<file path="src/rtl/boot_rom_pkg.sv">
// Shared constants and response-state type for the boot ROM controller.
package boot_rom_pkg;

   localparam logic [31:0] BOOT_ROM_BASE  = 32'h0000_8000;
   localparam int          BOOT_ROM_DEPTH = 548;
   localparam int          BOOT_ROM_AW    = 10;

   typedef enum logic [1:0] {
      IDLE = 2'd0,
      RD   = 2'd1,
      ERR  = 2'd2
   } boot_rom_state_e;

endpackage

</file>
<file path="src/rtl/boot_rom_addr_chk.sv">
// Combinational legality check and ROM word-index computation for a bus access.
// Shared between the core-side controller and the debug-port ROM path.
module boot_rom_addr_chk
   import boot_rom_pkg::*;
#(
   parameter logic [31:0] BASE_ADDR = BOOT_ROM_BASE,
   parameter int          ROM_DEPTH = BOOT_ROM_DEPTH,
   parameter int          ROM_AW    = BOOT_ROM_AW
) (
   input  logic [31:0]       addr_i,
   input  logic              we_i,
   output logic              legal_o,
   output logic [ROM_AW-1:0] index_o
);

   localparam logic [32:0] WIN_BYTES = 33'(4 * ROM_DEPTH);

   logic [32:0] offs_s;

   // 33-bit offset: addresses below the base wrap to a huge value and fail the window test.
   assign offs_s  = {1'b0, addr_i} - {1'b0, BASE_ADDR};
   assign legal_o = (we_i == 1'b0) && (offs_s < WIN_BYTES) && (offs_s[1:0] == 2'b00);
   assign index_o = offs_s[ROM_AW+1:2];

endmodule

</file>
<file path="src/rtl/boot_rom_ctrl.sv">
// Core-bus to boot ROM macro bridge: grants every request, range/alignment checks it,
// and returns in-order responses. Define BOOT_ROM_OUT_REG_EN to register the response.
module boot_rom_ctrl
   import boot_rom_pkg::*;
#(
   parameter logic [31:0] BASE_ADDR = BOOT_ROM_BASE,
   parameter int          ROM_AW    = BOOT_ROM_AW,
   parameter int          ROM_DEPTH = BOOT_ROM_DEPTH
) (
   input  logic              CLK,
   input  logic              RSTN,
   input  logic              req_i,
   output logic              gnt_o,
   input  logic [31:0]       addr_i,
   input  logic              we_i,
   input  logic [3:0]        be_i,
   output logic              rvalid_o,
   output logic [31:0]       rdata_o,
   output logic              err_o,
   output logic              rom_csn_o,
   output logic [ROM_AW-1:0] rom_a_o,
   input  logic [31:0]       rom_q_i
);

   boot_rom_state_e   state_q, state_d;
   logic              legal_s;
   logic [ROM_AW-1:0] index_s;
   logic              rsp_valid_d;
   logic              rsp_err_d;
   logic [31:0]       rsp_data_d;

   boot_rom_addr_chk #(
      .BASE_ADDR (BASE_ADDR),
      .ROM_DEPTH (ROM_DEPTH),
      .ROM_AW    (ROM_AW)
   ) u_addr_chk (
      .addr_i  (addr_i),
      .we_i    (we_i),
      .legal_o (legal_s),
      .index_o (index_s)
   );

   // Byte enables carry no meaning for a read-only target.
   assign gnt_o     = req_i;
   assign rom_csn_o = ~(req_i & legal_s);
   assign rom_a_o   = (req_i && legal_s) ? index_s : {ROM_AW{1'b0}};

   // Response-slot state register.
   always_ff @(posedge CLK or negedge RSTN) begin
      if (!RSTN) begin
         state_q <= IDLE;
      end else begin
         state_q <= state_d;
      end
   end

   // Next-state from the current grant and response fields from the current slot.
   always_comb begin
      state_d     = IDLE;
      rsp_valid_d = 1'b0;
      rsp_err_d   = 1'b0;
      rsp_data_d  = 32'h0000_0000;
      if (req_i) begin
         state_d = legal_s ? RD : ERR;
      end else begin
         state_d = IDLE;
      end
      case (state_q)
         RD: begin
            rsp_valid_d = 1'b1;
            rsp_data_d  = rom_q_i;
         end
         ERR: begin
            rsp_valid_d = 1'b1;
            rsp_err_d   = 1'b1;
         end
         default: begin
            rsp_valid_d = 1'b0;
         end
      endcase
   end

`ifdef BOOT_ROM_OUT_REG_EN
   logic        rvalid_q;
   logic        err_q;
   logic [31:0] rdata_q;

   // Optional response retiming stage.
   always_ff @(posedge CLK or negedge RSTN) begin
      if (!RSTN) begin
         rvalid_q <= 1'b0;
         err_q    <= 1'b0;
         rdata_q  <= 32'h0000_0000;
      end else begin
         rvalid_q <= rsp_valid_d;
         err_q    <= rsp_err_d;
         rdata_q  <= rsp_data_d;
      end
   end

   assign rvalid_o = rvalid_q;
   assign err_o    = err_q;
   assign rdata_o  = rdata_q;
`else
   assign rvalid_o = rsp_valid_d;
   assign err_o    = rsp_err_d;
   assign rdata_o  = rsp_data_d;
`endif

endmodule

</file>
<file path="config.mk">
export PLATFORM = sky130hd
export DESIGN_NAME = boot_rom_ctrl
export DESIGN_NICKNAME = d
export VERILOG_FILES = /design/src/rtl/boot_rom_pkg.sv /design/src/rtl/boot_rom_addr_chk.sv /design/src/rtl/boot_rom_ctrl.sv
export SDC_FILE = /design/constraint.sdc
export NUM_CORES = 1
export LEC_CHECK = 0
export ABC_AREA = 1
export BUFFER_PORTS_ARGS = -buffer_cell sky130_fd_sc_hd__buf_2
export CAP_MARGIN = 15
export CORE_MARGIN = 2
export CORE_UTILIZATION = 32
export DETAILED_ROUTE_END_ITERATION = 10
export PLACE_DENSITY_LB_ADDON = 0.05
export SYNTH_ARGS = -nofsm -noshare
export SYNTH_HDL_FRONTEND = slang
export SYNTH_SLANG_ARGS = --single-unit
</file>
<file path="constraint.sdc">
create_clock -name CLK -period 3.5 [get_ports CLK]
set_clock_uncertainty 0.2 [all_clocks]
set_input_delay 0.525 -clock CLK [delete_from_list [all_inputs] [get_ports CLK]]
set_output_delay 0.525 -clock CLK [all_outputs]
set_load 0.01 [all_outputs]
</file>
After elaboration in Yosys (flattened, before gate mapping)
Index checks and enable logic that the tools add are counted.
- register bits: 2
- bits of input ports: 72
- output and inout port bits: 46
- word-level logic and storage cells: 19
- add/subtract/negate cells: 1
- order comparisons: 1
- equal/unequal tests: 2
- multiplexer cells: 6
- bitwise operators: 3
- reductions and logical operators: 5
- operators with widths (kind ; number):
    less-than comparator 33 x 12 -> 1 bit, second input constant ; 1
    subtractor 32 x 16 -> 33 bit, second input constant ; 1
    2-to-1 mux 32 bit ; 1
    2-to-1 mux 10 bit ; 1
    2-to-1 mux 2 bit ; 2
    logical AND 1 bit ; 3
    == test 2 x 1 -> 1 bit, second input constant ; 1
    == test 2 bit, second input constant ; 1
    zero test 2 bit ; 1
    2-to-1 mux 1 bit ; 2
    NOT 1 bit ; 2
    OR reduction 2 bit ; 1
    AND 1 bit ; 1

Longest topological paths before layout
- depth after elaboration: 6
- mapped depth: 10
- depth with buffers taken out: 9

Cells and area by module
A second synthesis with hierarchy kept.
- cells, all modules: 193
- area, all modules: 915.9 µm²
- modules (own cells, without submodules) (module ; times used ; cells each ; area an instance (µm²) ; seq. area each (µm²)):
    boot_rom_ctrl ; 1 ; 100 ; 462.9 ; 50.0
    boot_rom_addr_chk ; 1 ; 93 ; 452.9 ; 0.0

Worst setup path after synthesis
Ideal clock, no wire load.
- path type: input to output
- start point: input port addr_i[28]
- end point: output port rom_a_o[1]
- data arrival time: 1.462 ns
- required time: 2.775 ns
- path slack: 1.313 ns
- stages on the path: 10
- path buffers: 1
- cell sequence: nor2_2 nand2_1 nor2_4 nand2_1 nand2_1 nand2_1 nor2_2 nand3_2 buf_6 nor2_2
- longest elaborated chain between the ends: 6
- RTL lines (element ; line ; RTL):
    from (decl) ; boot_rom_ctrl.sv:14 ; input logic [31:0] addr_i,
    subtractor 32 x 16 -> 33 bit ; boot_rom_addr_chk.sv:21 ; assign offs_s = {1'b0, addr_i} - {1'b0, BASE_ADDR};
    less-than comparator 33 x 12 -> 1 bit ; boot_rom_addr_chk.sv:22 ; assign legal_o = (we_i == 1'b0) && (offs_s < WIN_BYTES) && (offs_s[1:0] == 2'b00);
    logical AND 1 bit (2 in a row) ; boot_rom_addr_chk.sv:22 ;
    logical AND 1 bit ; boot_rom_ctrl.sv:46 ; assign rom_a_o = (req_i && legal_s) ? index_s : {ROM_AW{1'b0}};
    2-to-1 mux 10 bit ; boot_rom_ctrl.sv:46 ;
    to (decl) ; boot_rom_ctrl.sv:21 ; output logic [ROM_AW-1:0] rom_a_o,
Every way passes these cells.

Worst setup path in the final report
- start point: input port addr_i[28]
- end point: output port rom_a_o[9]
Same word-level chain as after synthesis.

==> metrics.md <==
| Metric | Value |
|---|---|
| Status | finished, final reports clean |
| Post-cts resize count | 0 |
| Total GRT Usage | 14.8% |
| Yosys warns | 0 |
| Mean post-synth cell area | 4.64 sq um |
| Postcts setup bufs | 0 |
| Worst slew pin tran | 0.965 ns |
| Gate Count Post-Synth | 173 |
| Crit path cell chain | buf_2 > nor2_2 > nand2_1 > nor2_4 > nand2_1 > nand2_1 > nand2_1 > nor2_2 > nand3_2 > nor2_1 > buf_2 |
| Initial Util | 33.0% |
| H-tree depth | 1 |
| Crit path required time | 2.77 ns |
| Routed Antenna Nets | 0 |
| Pwr Density | 101 nW/um^2 |
| Height of the die | 54.1 microns |
| Syn nets | 247 |
| Critical Path Max Stage Delay | 0.27 ns |
| Synth Flop Type | dfrtp_1 |
| Max-slew violations | 0 |
| Layout cells sized above 1 | 46.7% |
| GPL Wtd Cong | 0.698 |
| Mapped cell area | 803 sq um |
| Post-DR vias/cell | 3.86 |
| Residual DRC count | 0 |
| Critical path type | input port to output pin |
| Fin Hold WS | 0.385 ns |
| Drt first-iter violations | 7 |
| Largest register by flop count | state_q |
| RSZ-0062 raised after global routing | no |
| ANT cells | 0 |
| Critical path capture point type | output pin |
| Top Registers | state_q: 2 flops |
| Synthesized flop and latch total | 2 |
| Crit Path Max Fanout | 12 |
| Final period utilization | 73.7% |
| WL final | 2.35 mm |
| Final Core Density | 57.9% |
| Clk root buf | clkbuf_4 |
| Max-Cap Viols | 0 |
| Commonest cells in the netlist | inv_1 (60), nand2_1 (58), nor2_1 (18), nor2_2 (12), nand3_1 (5) |
| Startpoint types | input port |
| Via Count | 1,215 |
| Critical path arrival | 1.85 ns |
| Die width | 54.1 microns |
| Final Setup Violations | 0 |
| Post-synth EDFFs | 0 |
| Row count | 18 |
| Share of the synthesized area in the top cell type | 28.0% |
| Core area | 2430 sq um |
| HP Class | input port to flop |
| Synth async-reset ratio | 100% |
| Initial antenna violation count | 0 |
| Synth area leaders | inv_1 (28%), nand2_1 (27%), nor2_2 (9.3%) |
| Top-Level Pins | 118 |
| Final Hold Viols | 0 |
| Setup TNS | 0 ns |
| Largest area contributor in the netlist | inv_1 |
| CTS Buf Count | 3 |
| Place WS | 0.900 ns |
| Max Clk Rate | 388 MHz |
| First-pass GRT wire length | 3.28 mm |
| LEAKAGE | 1.18 nW |
| Vias in the first global route | 872 |
| Slew headroom | 35.7% |
| CTS tree | yes |
| Count of cell types in the netlist | 18 |
| Wire length per cell | 7.47 microns |
| Crit path max-delay family | simple AND/OR/NAND/NOR gates |
| Detailed-placement wirelength estimate | 2.10 mm |
| Number of detailed-route iterations in the first pass | 3 |
| Count leader, synth | inv_1 |
| Pin count of the biggest net entering global routing | 33 |
| Most used cell, CP | nand2_1 |
| Synthesis-to-layout area growth | 75.4% |
| Clock Path Buffers | 2 |
| Post-synthesis sequential area ratio | 6.23% |
| Clk sinks | 2 |
| DIE AREA | 2930 sq um |
| GR Overflow Total | 0 |
| Largest register FFs | 2 |
| Port Buf Inserts | 113 |
| Clk slew on worst S/H paths | 0.03 ns |
| Crit path buffers/inverters | 2 |
| Maximum VDD drop | 0.0000814 V |
| Worst path slowest cell | nand3_2 |
| Tmin final | 2.58 ns |
| Fin nets | 361 |
| Setup WS post-layout | 0.922 ns |
## worst paths after layout
kind	startpoint	endpoint	slack, ns	cells after the start
max in group asynchronous	RSTN	state_q[0]$_DFF_PN0_	2.58	2
max	addr_i[28]	rom_a_o[9]	0.92	11
min in group asynchronous	RSTN	state_q[1]$_DFF_PN0_	0.42	2
min	req_i	state_q[1]$_DFF_PN0_	0.38	2
## placed cells by master (no fill, tap or decap)
cell type      instances
nand3_1                5
nor2_4                 3
ha_1                   2
nand2_2                1
nand3b_1               1
nand3_2                1
clkbuf_4               3
nor3_1                 1
inv_1                 60
a21boi_0               1
o21bai_1               1
dlygate4sd3_1          1
nor2_2                12
nor2_1                18
buf_2                113
nand2_1               58
dfrtp_1                2
o21ai_0                2
## cell type report
cell class / count / area, sq um
Fill cell: 288 / 1020
Sequential cell: 2 / 50.0
Inverter: 60 / 225
Clock buffer: 3 / 22.5
Multi-Input combinational cell: 106 / 498
Tap cell: 30 / 37.5
Timing Repair Buffer: 114 / 576
## logic make-up (layout without fill, tap and decap cells)
family,Yosys count,after routing,share of synthesized area [%]
AOI/OAI and AO/OA,4,4,3.12
DFF,2,2,6.23
and+or+nand+nor,100,100,55.8
buffers and inverters,65,177,31.8
adders and majority gates,2,2,3.11
## per-layer routing
metal	up-vias	wire, microns	GRT usage [%]
met3	0	269	2.22
met5	-	0	0
met1	475	869	14.0
met2	49	1220	31.1
met4	0	0	5.00
li1	691	-	-
## where the power goes
| part | switching [W] | internal, W | total, W |
|---|---|---|---|
| Combinational | 0.0000303 | 0.0000375 | 0.0000678 |
| Clock | 0.0000120 | 0.0000378 | 0.0000497 |
| Sequential | 0.000000298 | 0.0000239 | 0.0000242 |
| Total | 0.0000426 | 0.0000992 | 0.000142 |
## through the flow
stage,instance area [sq um],power (W),cells
floorplan,803,0.0000484,173
global placement,1380,0.0000914,311
detailed placement,1380,0.0000919,311
CTS,1410,0.000144,315
global route,1410,0.000158,315
finish,1410,0.000142,315
## what timing repair did
action / in CTS / in global routing
endpoints found under the setup margin: 0 / 0
hold endpoints to repair: 2 / 0
hold buffers: 1 / 0
(Power assumes the default switching activity.)
